## src/rtl/cpu_alu_pkg.sv

```systemverilog
// Shared ALU constants: op encodings, default widths and the MUL sequencer states.
package cpu_alu_pkg;

  localparam int unsigned ALU_WIDTH = 24;
  localparam int unsigned ALU_SHW   = 5;

  localparam logic [3:0] OP_AND = 4'b0000;
  localparam logic [3:0] OP_OR  = 4'b0001;
  localparam logic [3:0] OP_ADD = 4'b0010;
  localparam logic [3:0] OP_SLT = 4'b0011;
  localparam logic [3:0] OP_MUL = 4'b0100;
  localparam logic [3:0] OP_XOR = 4'b0101;
  localparam logic [3:0] OP_SLL = 4'b0110;

  typedef enum logic {
    ST_IDLE = 1'b0,
    ST_MUL  = 1'b1
  } mul_state_t;

  // Opcodes 0000..0110 are implemented; anything above is flagged illegal.
  function automatic logic is_legal_op(input logic [3:0] op);
    return (op <= OP_SLL);
  endfunction

endpackage

```

## src/rtl/alu_exec_unit_seq_multiplier.sv

```systemverilog
// Shift-add sequential multiplier: WIDTH iterations, 2*WIDTH-bit accumulator.
// 'last' marks the final iteration; 'product' is the accumulator value after it.
module seq_multiplier
  import cpu_alu_pkg::*;
#(
  parameter int unsigned WIDTH = ALU_WIDTH
) (
  input  logic               clk,
  input  logic               reset,
  input  logic               start,
  input  logic [WIDTH-1:0]   a,
  input  logic [WIDTH-1:0]   b,
  output logic               busy,
  output logic               last,
  output logic [2*WIDTH-1:0] product
);

  localparam int unsigned CW = (WIDTH > 1) ? $clog2(WIDTH) : 1;

  mul_state_t         state, state_nx;
  logic [CW-1:0]      cnt;
  logic [2*WIDTH-1:0] acc;
  logic [2*WIDTH-1:0] ma;
  logic [WIDTH-1:0]   mb;
  logic [2*WIDTH-1:0] acc_step;

  // Next state, per-iteration accumulate, and final-iteration detect.
  always_comb begin
    state_nx = state;
    last     = 1'b0;
    acc_step = mb[0] ? (acc + ma) : acc;
    case (state)
      ST_IDLE: if (start) state_nx = ST_MUL;
      ST_MUL: begin
        if (cnt == CW'(WIDTH - 1)) begin
          last     = 1'b1;
          state_nx = ST_IDLE;
        end
      end
      default: state_nx = ST_IDLE;
    endcase
  end

  // State register; reset aborts any multiply in flight.
  always_ff @(posedge clk or posedge reset) begin
    if (reset) state <= ST_IDLE;
    else       state <= state_nx;
  end

  // Operand/accumulator/counter datapath: load on start, step while in ST_MUL.
  always_ff @(posedge clk or posedge reset) begin
    if (reset) begin
      cnt <= '0;
      acc <= '0;
      ma  <= '0;
      mb  <= '0;
    end else if (state == ST_IDLE) begin
      if (start) begin
        cnt <= '0;
        acc <= '0;
        ma  <= {{WIDTH{1'b0}}, a};
        mb  <= b;
      end
    end else begin
      acc <= acc_step;
      ma  <= ma << 1;
      mb  <= mb >> 1;
      cnt <= cnt + CW'(1);
    end
  end

  assign busy    = (state == ST_MUL);
  assign product = acc_step;

endmodule

```

## src/rtl/alu_exec_unit.sv

```systemverilog
// Execute-stage ALU: single-cycle logic/arith/shift ops plus a multi-cycle MUL
// behind a start/busy/done handshake. All result and flag outputs are registered.
module alu_exec_unit
  import cpu_alu_pkg::*;
#(
  parameter int unsigned WIDTH = ALU_WIDTH,
  parameter int unsigned SHW   = ALU_SHW
) (
  input  logic             clk,
  input  logic             reset,
  input  logic             start,
  input  logic [WIDTH-1:0] A,
  input  logic [WIDTH-1:0] B,
  input  logic [3:0]       Operation,
  input  logic             Bnegate,
  output logic [WIDTH-1:0] Result,
  output logic             Zero,
  output logic             Overflow,
  output logic             busy,
  output logic             done,
  output logic             illegal
);

  logic               accept;
  logic               mul_start;
  logic               mul_last;
  logic [2*WIDTH-1:0] mul_product;

  logic [WIDTH-1:0]   res_c;
  logic               ovf_c;
  logic               ill_c;
  logic [WIDTH-1:0]   b_eff;
  logic [WIDTH-1:0]   addsub;
  logic [WIDTH-1:0]   diff;
  logic               slt_ovf;
  logic [31:0]        shamt;

  assign accept    = start & ~busy;
  assign mul_start = accept && (Operation == OP_MUL);

  seq_multiplier #(.WIDTH(WIDTH)) u_mul (
    .clk     (clk),
    .reset   (reset),
    .start   (mul_start),
    .a       (A),
    .b       (B),
    .busy    (busy),
    .last    (mul_last),
    .product (mul_product)
  );

  // Combinational op mux for every single-cycle op.
  always_comb begin
    res_c   = '0;
    ovf_c   = 1'b0;
    ill_c   = ~is_legal_op(Operation);
    b_eff   = Bnegate ? ~B : B;
    addsub  = A + b_eff + WIDTH'(Bnegate);
    diff    = A - B;
    slt_ovf = (A[WIDTH-1] != B[WIDTH-1]) && (diff[WIDTH-1] != A[WIDTH-1]);
    shamt   = 32'(B[SHW-1:0]);
    case (Operation)
      OP_AND: res_c = A & B;
      OP_OR:  res_c = A | B;
      OP_ADD: begin
        res_c = addsub;
        ovf_c = (A[WIDTH-1] == b_eff[WIDTH-1]) && (addsub[WIDTH-1] != A[WIDTH-1]);
      end
      // Sign of A-B corrected by its overflow gives the true signed compare.
      OP_SLT: res_c = WIDTH'(diff[WIDTH-1] ^ slt_ovf);
      OP_XOR: res_c = A ^ B;
      OP_SLL: res_c = (shamt >= 32'(WIDTH)) ? '0 : (A << shamt);
      default: res_c = '0;
    endcase
  end

  // Result/flag registers: loaded on a single-cycle accept or on the final MUL step.
  always_ff @(posedge clk or posedge reset) begin
    if (reset) begin
      Result   <= '0;
      Zero     <= 1'b0;
      Overflow <= 1'b0;
      done     <= 1'b0;
      illegal  <= 1'b0;
    end else begin
      done    <= 1'b0;
      illegal <= 1'b0;
      if (mul_last) begin
        Result   <= mul_product[WIDTH-1:0];
        Zero     <= (mul_product[WIDTH-1:0] == '0);
        Overflow <= |mul_product[2*WIDTH-1:WIDTH];
        done     <= 1'b1;
      end else if (accept && (Operation != OP_MUL)) begin
        Result   <= res_c;
        Zero     <= (res_c == '0);
        Overflow <= ovf_c;
        illegal  <= ill_c;
        done     <= 1'b1;
      end
    end
  end

endmodule

```

## config.mk

```make
export PLATFORM = sky130hd
export DESIGN_NAME = alu_exec_unit
export DESIGN_NICKNAME = d
export VERILOG_FILES = /design/src/rtl/cpu_alu_pkg.sv /design/src/rtl/alu_exec_unit_seq_multiplier.sv /design/src/rtl/alu_exec_unit.sv
export SDC_FILE = /design/constraint.sdc
export NUM_CORES = 1
export LEC_CHECK = 0
export BUFFER_PORTS_ARGS = -buffer_cell sky130_fd_sc_hd__buf_2
export CAP_MARGIN = 0
export CELL_PAD_IN_SITES_DETAIL_PLACEMENT = 1
export CELL_PAD_IN_SITES_GLOBAL_PLACEMENT = 1
export CORE_AREA = 10 10 190 174
export DETAILED_ROUTE_END_ITERATION = 6
export DIE_AREA = 0 0 200 184
export GPL_ROUTABILITY_DRIVEN = 0
export PLACE_DENSITY = 0.82
export SYNTH_ARGS = -nofsm -noshare
export SYNTH_HDL_FRONTEND = slang
export SYNTH_SLANG_ARGS = --single-unit
```

## constraint.sdc

```tcl
create_clock -name clk -period 10.3 [get_ports clk]
set_input_delay 1.545 -clock clk [delete_from_list [all_inputs] [get_ports clk]]
set_output_delay 1.545 -clock clk [all_outputs]
set_load 0.05 [all_outputs]
```

; ---- Yosys cells after proc, flatten, opt, wreduce, memory -nomap -nowiden
; Cells that the tools add are included.
; W data, S select, Z words.
[op_classes]
addsub = 5
order_cmp = 2
n_eq_ne = 12
n_shift = 1
mux = 28
n_bitwise = 8
n_reduce_logical = 10
[ops]
columns = cell, count
row1 = $mux W48, 5
row2 = $mux W24, 6
row3 = $pmux W24 S6, 1
row4 = $add A48 B48 Y48, 1
row5 = $logic_not A24 Y1, 2
row6 = $add A24 B1 Y24, 1
row7 = $add A24 B24 Y24, 1
row8 = $and A24 B24 Y24, 1
row9 = $not A24 Y24, 1
row10 = $or A24 B24 Y24, 1
row11 = $reduce_or A24 Y1, 1
row12 = $shl A24 B5 Y24, 1
row13 = $sub A24 B24 Y24, 1
row14 = $xor A24 B24 Y24, 1
row15 = $mux W1, 13
row16 = $eq A4 B3 Y1 const B, 3
row17 = $mux W5, 2
row18 = $eq A4 B2 Y1 const B, 2
row19 = $add A5 B1 Y5 const B, 1
row20 = $eq A5 B5 Y1 const B, 1
row21 = $ge A5 B5 Y1 const B, 1
row22 = $eq A4 B1 Y1 const B, 1
row23 = $le A4 B3 Y1 const B, 1
row24 = $logic_and A1 B1 Y1, 4
row25 = 9 further kinds, 13
[totals]
reg_bits = 154
input_bits = 56
out_inout_bits = 29
elab_cells = 76

; ---- Logic depth before layout (Yosys ltp)
[depth]
ltp_word = 9
ltp_mapped = 27
ltp_nobuf = 24

; ---- Modules after synthesis
; From an unflattened synthesis, not the netlist that was laid out.
[hier_totals]
cells_unflattened = 1820
hier_area_um2 = 15218.3
[modules_own_cells]
columns = mod, n_inst, cells_each, area_each_um2, seq_area_each_um2
row1 = seq_multiplier, 1, 994, 8778.4, 3153.0
row2 = alu_exec_unit, 1, 826, 6439.9, 700.7

; ---- Worst setup path before layout
; Ideal clock, no wire load.
[synth_timing]
kind = input port to flip-flop
from = input B[2]
to = register Zero
setup_ns = 0.065
arrival_ns = 6.435
required_time_ns = 10.235
setup_slack_ns = 3.800
path_stages = 27
path_buffers = 3
cell_sequence = clkbuf_1 inv_1 buf_2 buf_1 ha_1 inv_1 a21oi_1 o21bai_1 a21oi_1 nor2_1 nor2_1 nor2_1 o211ai_1 a2111o_1 a21oi_1 o21ai_0 fa_1 mux4_2 a21oi_1 a2bb2oi_1 nand4_1 a211oi_1 nand4_1 or4_1 or3_1 nor3_2 a31o_1
[synth_via]
elab_chain_len = 8
word_cells_on_any_way = 18
classes_between = add/sub (3) / order compare (1) / eq/ne (1) / shift (1) / mux (5) / bitwise (5) / reduce/logical (2)
[synth_rtl]
columns = item, line
row1 = "start, declared", alu_exec_unit.sv:13  ; input logic [WIDTH-1:0] B,
row2 = $not A24 Y24 or $sub A24 B24 Y24 (tied branches), "alu_exec_unit.sv:57, alu_exec_unit.sv:59"
row3 = $mux W24 or $ne A1 B1 Y1 (tied branches), "alu_exec_unit.sv:57, alu_exec_unit.sv:60"
row4 = $add A24 B24 Y24 or $logic_and A1 B1 Y1 (tied branches), "alu_exec_unit.sv:58, alu_exec_unit.sv:60"
row5 = $add A24 B1 Y24 or $xor A1 B1 Y1 (tied branches), "alu_exec_unit.sv:58, alu_exec_unit.sv:70"
row6 = $pmux W24 S6 *, alu_exec_unit.sv:62  ; case (Operation)
row7 = $logic_not A24 Y1 *, alu_exec_unit.sv:95  ; Zero <= (res_c == '0);
row8 = $mux W1 *, alu_exec_unit.sv:93  ; end else if (accept && (Operation != OP_MUL)) begin
row9 = $mux W1 *, alu_exec_unit.sv:88  ; if (mul_last) begin
row10 = "end signal, assigned", alu_exec_unit.sv:90  ; Zero <= (mul_product[WIDTH-1:0] == '0);
row11 = "end signal, assigned", alu_exec_unit.sv:95
row12 = "end, declared", alu_exec_unit.sv:17  ; output logic Zero,
; Every way passes the cells marked *; elsewhere a longest branch is shown, timed or not. The select of a mux whose other input is x is not followed.
; A chain may end at the register's enable or synchronous reset.

; ---- Final worst setup path
[layout_timing]
from = input B[1]
to = register Zero
; The elaborated chain is that of the path after synthesis.

==> metrics.md <==
| Metric | Value |
|---|---|
| Grt total ovfl | `0` |
| # rows | `59` |
| Slew Viols, Final | `0` |
| Antenna diodes | `0` |
| Gr usage total | `29.15%` |
| Worst Hold Slack | `479.8 ps` |
| Post-CTS setup buffer count | `0` |
| Hold Path Stages | `2` |
| Kind of critical path | `primary input to flop` |
| Die height | `184 µm` |
| Largest net degree at the start of global routing | `85` |
| Vias in the first global route | `14.66k` |
| Dpl ws | `2752 ps` |
| Compound-cell area share of the yosys netlist | `26.73%` |
| DRC Markers | `0` |
| Layout cells sized above 1 | `9.918%` |
| Top cells by area, synth | `dfrtp_1 (26%), ha_1 (12%), nand2_1 (7.0%), o21ai_0 (5.7%), mux2i_1 (4.4%)` |
| CP startpoint kind | `primary input` |
| DR vias/cell | `6.490` |
| Reg2Reg Depth | `12` |
| Top-area cell type share of the netlist area | `26.43%` |
| Distinct cell type count after synthesis | `84` |
| Fmax | `136.1 MHz` |
| Initial detailed-routing violation count | `1415` |
| CP required | `10680 ps` |
| Outcome | `completed` |
| Flops & latches, synth | `154` |
| Min-Delay Startpoint | `u_mul.mb[8]` |
| Clk Latency, worst-skew pair | `450 ps` |
| Buffers on Ports | `84` |
| Final period util | `71.32%` |
| Drt total wl | `53.59 mm` |
| Initial core utilization | `50.52%` |
| Slew HR | `26.50%` |
| CTS Root Cell | `clkbuf_16` |
| Clk buf depth | `2` |
| Ranking of synthesized cells by instance count | `nand2_1 (272), o21ai_0 (166), dfrtp_1 (154)` |
| Sequential area share after synthesis | `26.43%` |
| Routed len/inst | `24.02 µm` |
| VDD IR max | `135.8 µV` |
| Post-DRT Antenna Nets | `0` |
| PwrDens | `219.3 nW/µm²` |
| Final Net Count | `2026` |
| Crit Reg-Reg Endpoint | `Overflow` |
| Tmin final | `7346 ps` |
| Setup TNS | `0 ps` |
| DR pass1 iterations | `5` |
| End of the worst hold path | `u_mul.mb[8]` |
| Simple-gate share of the synthesized area | `17.66%` |
| DP HPWL | `40.01 mm` |
| Worst Setup End Kind | `flop` |
| Clk_skew | `13.14 ps` |
| Synth Flop Type | `dfrtp_1` |
| Clock transition at the registers of the reported paths | `60 ps` |
| # H-tree levels | `4` |
| CTS tree | `yes` |
| Post-synthesis cell area | `14580 µm²` |
| Synthesis-to-finish area growth | `8.195%` |
| Fill count | `3506` |
| Routed vias | `14.48k` |
| Post-placement cell count | `2202` |
| Initial antenna violation count | `0` |
| Worst EP arrival | `7730 ps` |
| Num Clock Sinks | `154` |
| CTS buffer count | `17` |
| Hold Crit Class | `flop to flop` |
| Mux contribution to synthesized area | `7.371%` |
| Worst-margin pin slew | `1098 ps` |
| Syn Inst Count | `1815` |
| Hold Fails Final Rpt | `0` |
| Post-CTS sizing | `0` |
| Largest family of logic cells by synthesized area | `compound AO/OA/AOI/OAI gates` |
| Flop2flop setup slack | `6000 ps` |
| Peak fanout along the critical path | `26` |
| Async set or reset register ratio after synthesis | `100.0%` |
| Final setup vio count | `0` |
| Most common cell in the netlist | `nand2_1` |
| Yosys top cell by area | `dfrtp_1` |
| Post-synth EDFFs | `0` |
| Cts hold-fix bufs | `0` |
| Die ar. | `36800 µm²` |
| Post-Syn Area per Cell | `8.034 µm²` |
| Lkg Pwr | `7.482 nW` |
| Net Count, Synth | `2016` |
| RSZ-0062 raised after global routing | `false` |
| Boundary pin count | `85` |
| XOR/XNOR share of the synthesized area | `3.964%` |
| Worst setup margin | `2954 ps` |
| CORE AREA | `28860 µm²` |
| Non-filler cells, final | `2231` |
| Origin of the critical flop-to-flop path | `u_mul.ma[3]` |
| Post-Synth Adder-Cell Area | `12.60%` |
| Yosys Warn Count | `0` |
| Max-cap violation count | `0` |
| First-pass GRT wire length | `84.30 mm` |
| DIE WIDTH | `200 µm` |
==> report_power, final <==
group / switching (mW) / internal (mW) / leakage [nW]
logic: 1.16 / 0.604 / 5.16
registers: 0.226 / 0.812 / 2.04
clock network: 0.273 / 0.389 / 0.277
total: 1.66 / 1.81 / 7.48
==> kinds of logic after synthesis <==
| group | Yosys count |
|---|---|
| xor+xnor | 66 |
| flops | 154 |
| compound gates | 595 |
| mux | 90 |
| buf+inv | 197 |
| simple gates | 568 |
| fa+ha+maj | 145 |
==> critical path, cell delays in order <==
cell and delay [ps]:
buf_2 490, inv_1 490, ha_1 430, o21bai_1 160, a21oi_1 100, o21bai_1 150, a21oi_1 100, nor2_1 90
nor2_1 60, nor2_1 240, o211ai_1 140, a2111o_1 380, a21oi_1 130, o21ai_0 180, fa_1 480, mux4_2 500
a21oi_1 160, a2bb2oi_1 260, nand4_1 150, a211oi_1 230, nand4_1 120, or4_1 430, or3_1 370, nor3_2 180
a31o_1 150
==> sequential cells by signal, summed over array words and instances, names as in the netlist <==
signal / flops
u_mul.acc: 48
done: 1
Zero: 1
illegal: 1
u_mul.busy: 1
Overflow: 1
Result: 24
u_mul.cnt: 5
u_mul.ma: 48
u_mul.mb: 24
==> worst max-delay path by stage <==
stage	startpoint	endpoint	depth (start not counted)
finish	B[1]	Zero	25
CTS	B[1]	Zero	25
global route	B[1]	Zero	25
global placement	B[1]	Zero	25
detailed placement	B[1]	Zero	25
floorplan	B[2]	Zero	27
==> metrics by stage <==
| stage | util, % | power, mW | instance area (µm²) |
|---|---|---|---|
| 5_1_grt | 54.66 | 3.685 | 15780 |
| 4_1_cts | 54.66 | 3.426 | 15780 |
| 6_report | 54.66 | 3.461 | 15780 |
| 2_1_floorplan | - | 2.217 | 14580 |
| 3_3_place_gp | 52.64 | 2.672 | 15190 |
| 3_5_place_dp | 52.64 | 2.754 | 15190 |
==> routing by layer <==
metal  part of all wire, %  routed length, µm  track usage (%)
met5                     0                  0                0
met1                    46              24760            42.04
met3                   9.1               4897            5.637
met2                    42              22660            42.76
met4                   2.4               1273            8.868
==> final cells by class <==
class | instances | area (µm²) | area share, %
clock inverter | 8 | 122.6 | 0.7772
multi-input combinational | 1464 | 9975 | 63.22
sequential | 154 | 3859 | 24.46
timing repair buffer | 97 | 518.0 | 3.283
clock buffer | 21 | 460.4 | 2.919
inverter | 91 | 346.6 | 2.197
tap | 396 | 495.5 | 3.141
==> placed cells by master, fill, tap and decap left out, types with 14 or more instances in the layout <==
cell | synthesis | layout
nand2_1 | 272 | 271
o21ai_0 | 166 | 166
dfrtp_1 | 154 | 152
ha_1 | 142 | 142
a21oi_1 | 127 | 127
nor2_1 | 119 | 117
inv_1 | 91 | 90
buf_2 | 9 | 84
mux2i_1 | 64 | 64
xor2_1 | 44 | 44
a22oi_1 | 42 | 42
nand3_1 | 36 | 36
a21o_1 | 31 | 31
o22ai_1 | 22 | 22
xnor2_1 | 22 | 22
nand2b_1 | 21 | 21
nor3_1 | 21 | 21
nor2b_1 | 19 | 19
a211oi_1 | 19 | 19
a31oi_1 | 18 | 18
nand4_1 | 18 | 18
clkbuf_16 | 0 | 17
o31ai_1 | 14 | 14
o21bai_1 | 14 | 14
No activity file was read; power rests on OpenSTA's default activity.
